==> src/rtl/ws2812_rx.sv <==
// WS2812 single-wire NRZ receiver: measures high-pulse widths, rebuilds 24-bit
// pixel words MSB first, numbers them within the frame and flags protocol errors.
module ws2812_rx #(
  parameter int BIT_THRESH = 30,
  parameter int MIN_HIGH   = 5,
  parameter int HIGH_MAX   = 60,
  parameter int RST_CYCLES = 2500
) (
  input  logic        sys_clk,
  input  logic        sys_rst_n,
  input  logic        led_data_in,
  output logic        pix_valid,
  output logic [23:0] pix_data,
  output logic [5:0]  pix_num,
  output logic        frame_done,
  output logic [6:0]  frame_len,
  output logic        frame_err,
  output logic        rx_busy
);

  localparam logic [15:0] LP_THR  = 16'(BIT_THRESH);
  localparam logic [15:0] LP_MIN  = 16'(MIN_HIGH);
  localparam logic [15:0] LP_HMAX = 16'(HIGH_MAX);
  localparam logic [15:0] LP_RST  = 16'(RST_CYCLES);

  typedef enum logic [1:0] {
    S_WAIT_RST = 2'd0,
    S_IDLE     = 2'd1,
    S_HIGH     = 2'd2,
    S_LOW      = 2'd3
  } state_t;

  function automatic logic [15:0] f_sat_inc16(input logic [15:0] v);
    return (v == 16'hFFFF) ? v : v + 16'd1;
  endfunction

  function automatic logic [6:0] f_sat_inc7(input logic [6:0] v);
    return (v == 7'd127) ? v : v + 7'd1;
  endfunction

  state_t      r_state, w_state_nxt;
  logic        r_sync1, r_sync2, r_dly;
  logic [15:0] r_hi_cnt, r_lo_cnt, w_hi_nxt, w_lo_nxt, w_hi_inc, w_lo_inc;
  logic [4:0]  r_bit_cnt, w_bit_nxt;
  logic [23:0] r_shift, w_shift_nxt;
  logic [5:0]  r_idx, w_idx_nxt;
  logic [6:0]  r_fcnt, w_fcnt_nxt;
  logic        w_rise, w_fall, w_bit;
  logic        w_pv, w_fd, w_fe;
  logic [23:0] w_pdata;
  logic [5:0]  w_pnum;
  logic [6:0]  w_flen;

  assign w_rise   = r_sync2 & ~r_dly;
  assign w_fall   = ~r_sync2 & r_dly;
  assign w_hi_inc = f_sat_inc16(r_hi_cnt);
  assign w_lo_inc = f_sat_inc16(r_lo_cnt);
  assign w_bit    = (r_hi_cnt >= LP_THR);
  assign rx_busy  = (r_state == S_HIGH) || (r_state == S_LOW);

  always_comb begin
    w_state_nxt = r_state;
    w_hi_nxt    = r_hi_cnt;
    w_lo_nxt    = r_lo_cnt;
    w_bit_nxt   = r_bit_cnt;
    w_shift_nxt = r_shift;
    w_idx_nxt   = r_idx;
    w_fcnt_nxt  = r_fcnt;
    w_pv        = 1'b0;
    w_pdata     = pix_data;
    w_pnum      = pix_num;
    w_fd        = 1'b0;
    w_flen      = frame_len;
    w_fe        = 1'b0;
    case (r_state)
      S_WAIT_RST: begin
        if (r_sync2) begin
          w_lo_nxt = 16'd0;
        end else if (w_lo_inc >= LP_RST) begin
          w_lo_nxt    = 16'd0;
          w_state_nxt = S_IDLE;
        end else begin
          w_lo_nxt = w_lo_inc;
        end
      end
      S_IDLE: begin
        if (w_rise) begin
          w_hi_nxt    = 16'd1;
          w_state_nxt = S_HIGH;
        end
      end
      S_HIGH: begin
        if (w_fall) begin
          if (r_hi_cnt < LP_MIN) begin
            w_fe        = 1'b1;
            w_state_nxt = S_WAIT_RST;
          end else begin
            w_shift_nxt = {r_shift[22:0], w_bit};
            if (r_bit_cnt == 5'd23) begin
              w_pv       = 1'b1;
              w_pdata    = w_shift_nxt;
              w_pnum     = r_idx;
              w_idx_nxt  = r_idx + 6'd1;
              w_fcnt_nxt = f_sat_inc7(r_fcnt);
              w_bit_nxt  = 5'd0;
            end else begin
              w_bit_nxt = r_bit_cnt + 5'd1;
            end
            w_lo_nxt    = 16'd1;
            w_state_nxt = S_LOW;
          end
        end else if (w_hi_inc >= LP_HMAX) begin
          w_fe        = 1'b1;
          w_state_nxt = S_WAIT_RST;
        end else begin
          w_hi_nxt = w_hi_inc;
        end
      end
      S_LOW: begin
        if (w_rise) begin
          w_hi_nxt    = 16'd1;
          w_state_nxt = S_HIGH;
        end else if (w_lo_inc >= LP_RST) begin
          // A gap with a partial pixel pending is an error, not a frame end.
          if (r_bit_cnt == 5'd0) begin
            w_fd   = 1'b1;
            w_flen = r_fcnt;
          end else begin
            w_fe = 1'b1;
          end
          w_idx_nxt   = 6'd0;
          w_fcnt_nxt  = 7'd0;
          w_bit_nxt   = 5'd0;
          w_lo_nxt    = 16'd0;
          w_state_nxt = S_IDLE;
        end else begin
          w_lo_nxt = w_lo_inc;
        end
      end
      default: w_state_nxt = S_WAIT_RST;
    endcase
    if ((w_state_nxt == S_WAIT_RST) && (r_state != S_WAIT_RST)) begin
      w_bit_nxt   = 5'd0;
      w_idx_nxt   = 6'd0;
      w_fcnt_nxt  = 7'd0;
      w_shift_nxt = 24'd0;
      w_lo_nxt    = 16'd0;
    end
  end

  always_ff @(posedge sys_clk or negedge sys_rst_n) begin
    if (!sys_rst_n) begin
      r_sync1    <= 1'b0;
      r_sync2    <= 1'b0;
      r_dly      <= 1'b0;
      r_state    <= S_WAIT_RST;
      r_hi_cnt   <= 16'd0;
      r_lo_cnt   <= 16'd0;
      r_bit_cnt  <= 5'd0;
      r_shift    <= 24'd0;
      r_idx      <= 6'd0;
      r_fcnt     <= 7'd0;
      pix_valid  <= 1'b0;
      pix_data   <= 24'd0;
      pix_num    <= 6'd0;
      frame_done <= 1'b0;
      frame_len  <= 7'd0;
      frame_err  <= 1'b0;
    end else begin
      r_sync1    <= led_data_in;
      r_sync2    <= r_sync1;
      r_dly      <= r_sync2;
      r_state    <= w_state_nxt;
      r_hi_cnt   <= w_hi_nxt;
      r_lo_cnt   <= w_lo_nxt;
      r_bit_cnt  <= w_bit_nxt;
      r_shift    <= w_shift_nxt;
      r_idx      <= w_idx_nxt;
      r_fcnt     <= w_fcnt_nxt;
      pix_valid  <= w_pv;
      pix_data   <= w_pdata;
      pix_num    <= w_pnum;
      frame_done <= w_fd;
      frame_len  <= w_flen;
      frame_err  <= w_fe;
    end
  end

endmodule

==> config.mk <==
export PLATFORM = sky130hd
export DESIGN_NAME = ws2812_rx
export DESIGN_NICKNAME = d
export VERILOG_FILES = /design/src/rtl/ws2812_rx.sv
export SDC_FILE = /design/constraint.sdc
export NUM_CORES = 1
export LEC_CHECK = 0
export ABC_AREA = 1
export BUFFER_PORTS_ARGS = -buffer_cell sky130_fd_sc_hd__buf_4
export CAP_MARGIN = 20
export CORE_MARGIN = 1
export CORE_UTILIZATION = 45
export CTS_BUF_LIST = sky130_fd_sc_hd__clkbuf_4 sky130_fd_sc_hd__clkbuf_8 sky130_fd_sc_hd__clkbuf_16
export DETAILED_ROUTE_END_ITERATION = 6
export PLACE_DENSITY = 0.73
export REMOVE_ABC_BUFFERS = 1
export SYNTH_ARGS = -nofsm -noshare
export SYNTH_HDL_FRONTEND = slang
export SYNTH_SLANG_ARGS = --single-unit
==> constraint.sdc <==
create_clock -name sys_clk -period 5.3 [get_ports sys_clk]
set_input_delay 0 -clock sys_clk [delete_from_list [all_inputs] [get_ports sys_clk]]
set_output_delay 0 -clock sys_clk [all_outputs]
set_load 0.03 [all_outputs]
==> results.json <==
{
  "clock_latency_ps": 410,
  "port_buffers": 43,
  "tritoncts": "done",
  "dp_hpwl_mm": 9.10,
  "slew_viol_final": 0,
  "regArea_mm2": 0.00295,
  "grt_overflow": 0,
  "setup_tns_ps": 0,
  "syn_to_final_growth_pct": 16.9,
  "grt_pass1_wl_mm": 22.6,
  "vias": 5326,
  "rows": 43,
  "reg2reg_depth": 15,
  "worst_pin_slew_ps": 885,
  "start_kind": "register",
  "synth_edf_count": 0,
  "r2r_setup_slack_ps": 2340,
  "r2r_start": "r_hi_cnt[1]",
  "clockBufferDepth": 2,
  "post-route-period-util_pct": 55.8,
  "layout-drive-gt1-share_pct": 14.4,
  "postPlaceCellArea_mm2": 0.00676,
  "antenna_cells": 0,
  "min_path_type": "in2async",
  "pin_count": 44,
  "worst-setup-path-type": "reg2reg",
  "syn-cell-area_mm2": 0.00635,
  "yosysUniqueCellTypes": 42,
  "core_area_mm2": 0.0138,
  "ys.flop_type": "dfrtp_1",
  "wl_per_cell_um": 12.3,
  "finalPower_mw": 2.17,
  "grt_antenna_before_repair": 0,
  "numPlacedInstances": 1033,
  "maxCapViolations": 0,
  "cts_root_buffer": "clkbuf_16",
  "yosysSeqAreaShare_pct": 46.5,
  "die_w_um": 121,
  "finalCriticalPeriod_ps": 2960,
  "synth_warnings": 0,
  "finalSetupViolCount": 0,
  "fill_cells": 1276,
  "fin_skew_ps": 7.50,
  "clk_transition_reported_paths_ps": 60,
  "async_reset_ff_share_pct": 100,
  "syn_inst": 835,
  "place_congestion": 0.931,
  "post_cts.repair.setup_buffers": 0,
  "drt_wl_total_mm": 13.2,
  "drt_pass1_iterations": 5,
  "critPathMaxFanout": 22,
  "pre_cts_ws_ps": 2390,
  "crit_top_cell": "nand2_1",
  "ant_nets": 0,
  "synth_area_leaders": "dfrtp_1, nand2_1, nand3_1",
  "setup_slack_ps": 2340,
  "start_util_pct": 45.9,
  "fin_area_mm2": 0.00742,
  "crit_path_end": "r_hi_cnt[5]",
  "remaining_drc_errors": 0,
  "cts_made_buffers": 17,
  "max_freq_mhz": 338,
  "grt_max_degree": 71,
  "hold_viol_final": 0,
  "ys_ff_latch": 118,
  "layoutNonFillerInstCount": 1067,
  "crit_path_cell_trace": "ha_1, inv_1, nor2_4, nand2_2, inv_2, nand2_2, nand2_1, nand2_1, inv_1, a21oi_1, nand2_1, nand2_1, nand3_1, a21oi_1, a21oi_1",
  "cp.arrival_ps": 3220,
  "die_area_mm2": 0.0146,
  "die_h_um": 121,
  "endpoint_kind": "register",
  "cts.repair.resized": 0,
  "whs_ps": 237,
  "multi_input_area_mm2": 0.00282,
  "p_leak_nw": 3.85,
  "crit_path_start": "r_hi_cnt[1]",
  "grt_setup_unrepaired": "no",
  "synth_most_common_cell": "nand2_1",
  "powerDensity_mw_per_mm2": 293,
  "status": "finished, final reports clean",
  "slew-limit-headroom_pct": 41.0,
  "cts.sinks": 118,
  "nets": 885,
  "viasPerCell": 4.99,
  "crit_required_ps": 5560,
  "postSynthAreaPerCell_um2": 7.61,
  "rr_endpoint": "r_hi_cnt[5]",
  "utilization_pct": 53.7,
  "synth_top_area_share_pct": 46.5,
  "critPathSlowestCell": "nand3_1",
  "drt_iter0_markers": 269,
  "ys_top_cells_by_count": "nand2_1, dfrtp_1, inv_1",
  "ir_worst_vdd_v": 0.000201,
  "track_usage_pct": 19.5,
  "htreeDepth": 4,
  "synth_top_cell_by_area": "dfrtp_1",
  "slowest_delay_ps": 560,
  "grt_pass1_vias": 4832
}
registers in the layout (all words and copies together), names as in the netlist, 2 cells and up:
name and flops:
frame_len 7, pix_data 24, pix_num 6, r_bit_cnt 5, r_fcnt 7, r_hi_cnt 16
r_idx 6, r_lo_cnt 16, r_shift 23, r_state 2
area by class of cell:
type / count / share of cell area [%]
clock buffer: 19 / 5.93
tap: 180 / 3.03
inverter: 114 / 5.80
sequential: 118 / 39.8
timing repair buffer: 47 / 4.82
multi-input combinational: 576 / 38.0
clock inverter: 13 / 2.66
worst min path at each step:
stage                     cells after the start         from            to  slack, ps
after global routing                          2  led_data_in       r_sync1        230
final                                         2    sys_rst_n  r_hi_cnt[11]        240
after detailed placement                      1  led_data_in       r_sync1        110
after floorplan                               0    sys_rst_n    frame_done       -300
after global placement                        1  led_data_in       r_sync1        110
after CTS                                     2  led_data_in       r_sync1        220
cells by family (layout without fill, tap and decap cells):
logic type / after synthesis / after routing / synth area share (%)
AOI/OAI and AO/OA: 87 / 87 / 7.23
xor gates and xnor gates: 16 / 16 / 2.21
buffers and inverters: 141 / 193 / 9.18
DFF: 118 / 118 / 46.5
adders and majority gates: 8 / 8 / 1.58
and+or+nand+nor: 465 / 465 / 33.3
worst max-delay path, delay by kind of cell (launching register included):
family | cells | cell delay, ps
buf+inv | 3 | 180
simple gates | 8 | 1320
flops | 1 | 460
compound gates | 3 | 590
fa+ha+maj | 1 | 250
cells in the final DEF (no fill, tap or decap), types with 3 or more instances in the layout:
| cell | instances |
|---|---|
| nand3_2 | 5 |
| buf_4 | 45 |
| nor3_1 | 9 |
| nand2_1 | 248 |
| inv_2 | 12 |
| ha_1 | 8 |
| nor2_4 | 5 |
| bufinv_16 | 4 |
| a21oi_1 | 9 |
| inv_6 | 3 |
| clkinv_1 | 5 |
| clkbuf_16 | 17 |
| nand3_1 | 83 |
| clkinv_4 | 5 |
| nor2_1 | 62 |
| nor2_2 | 9 |
| nand2_2 | 11 |
| dfrtp_1 | 118 |
| inv_1 | 96 |
| o21ai_1 | 30 |
| xnor2_1 | 5 |
| nand4_1 | 20 |
| xor2_1 | 11 |
| o21ai_0 | 39 |
report_power, final:
part | switching [mW] | total (mW) | internal [mW]
clock | 0.426 | 1.23 | 0.804
combinational | 0.0262 | 0.0338 | 0.00766
sequential | 0.00389 | 0.908 | 0.905
metal layers:
metal,vias up,global-route usage [%],wire (um)
li1,2740,-,-
met1,2474,26.6,6560
met2,94,30.1,5970
met3,18,4.20,410
met4,0,8.02,216
met5,-,0,0
repair_timing:
item                                   4_1_cts  5_1_grt
setup endpoints to repair                    0        0
endpoints found under the hold margin       70        0
hold buffers                                 2        0
Power figures use the tool's default switching activity.
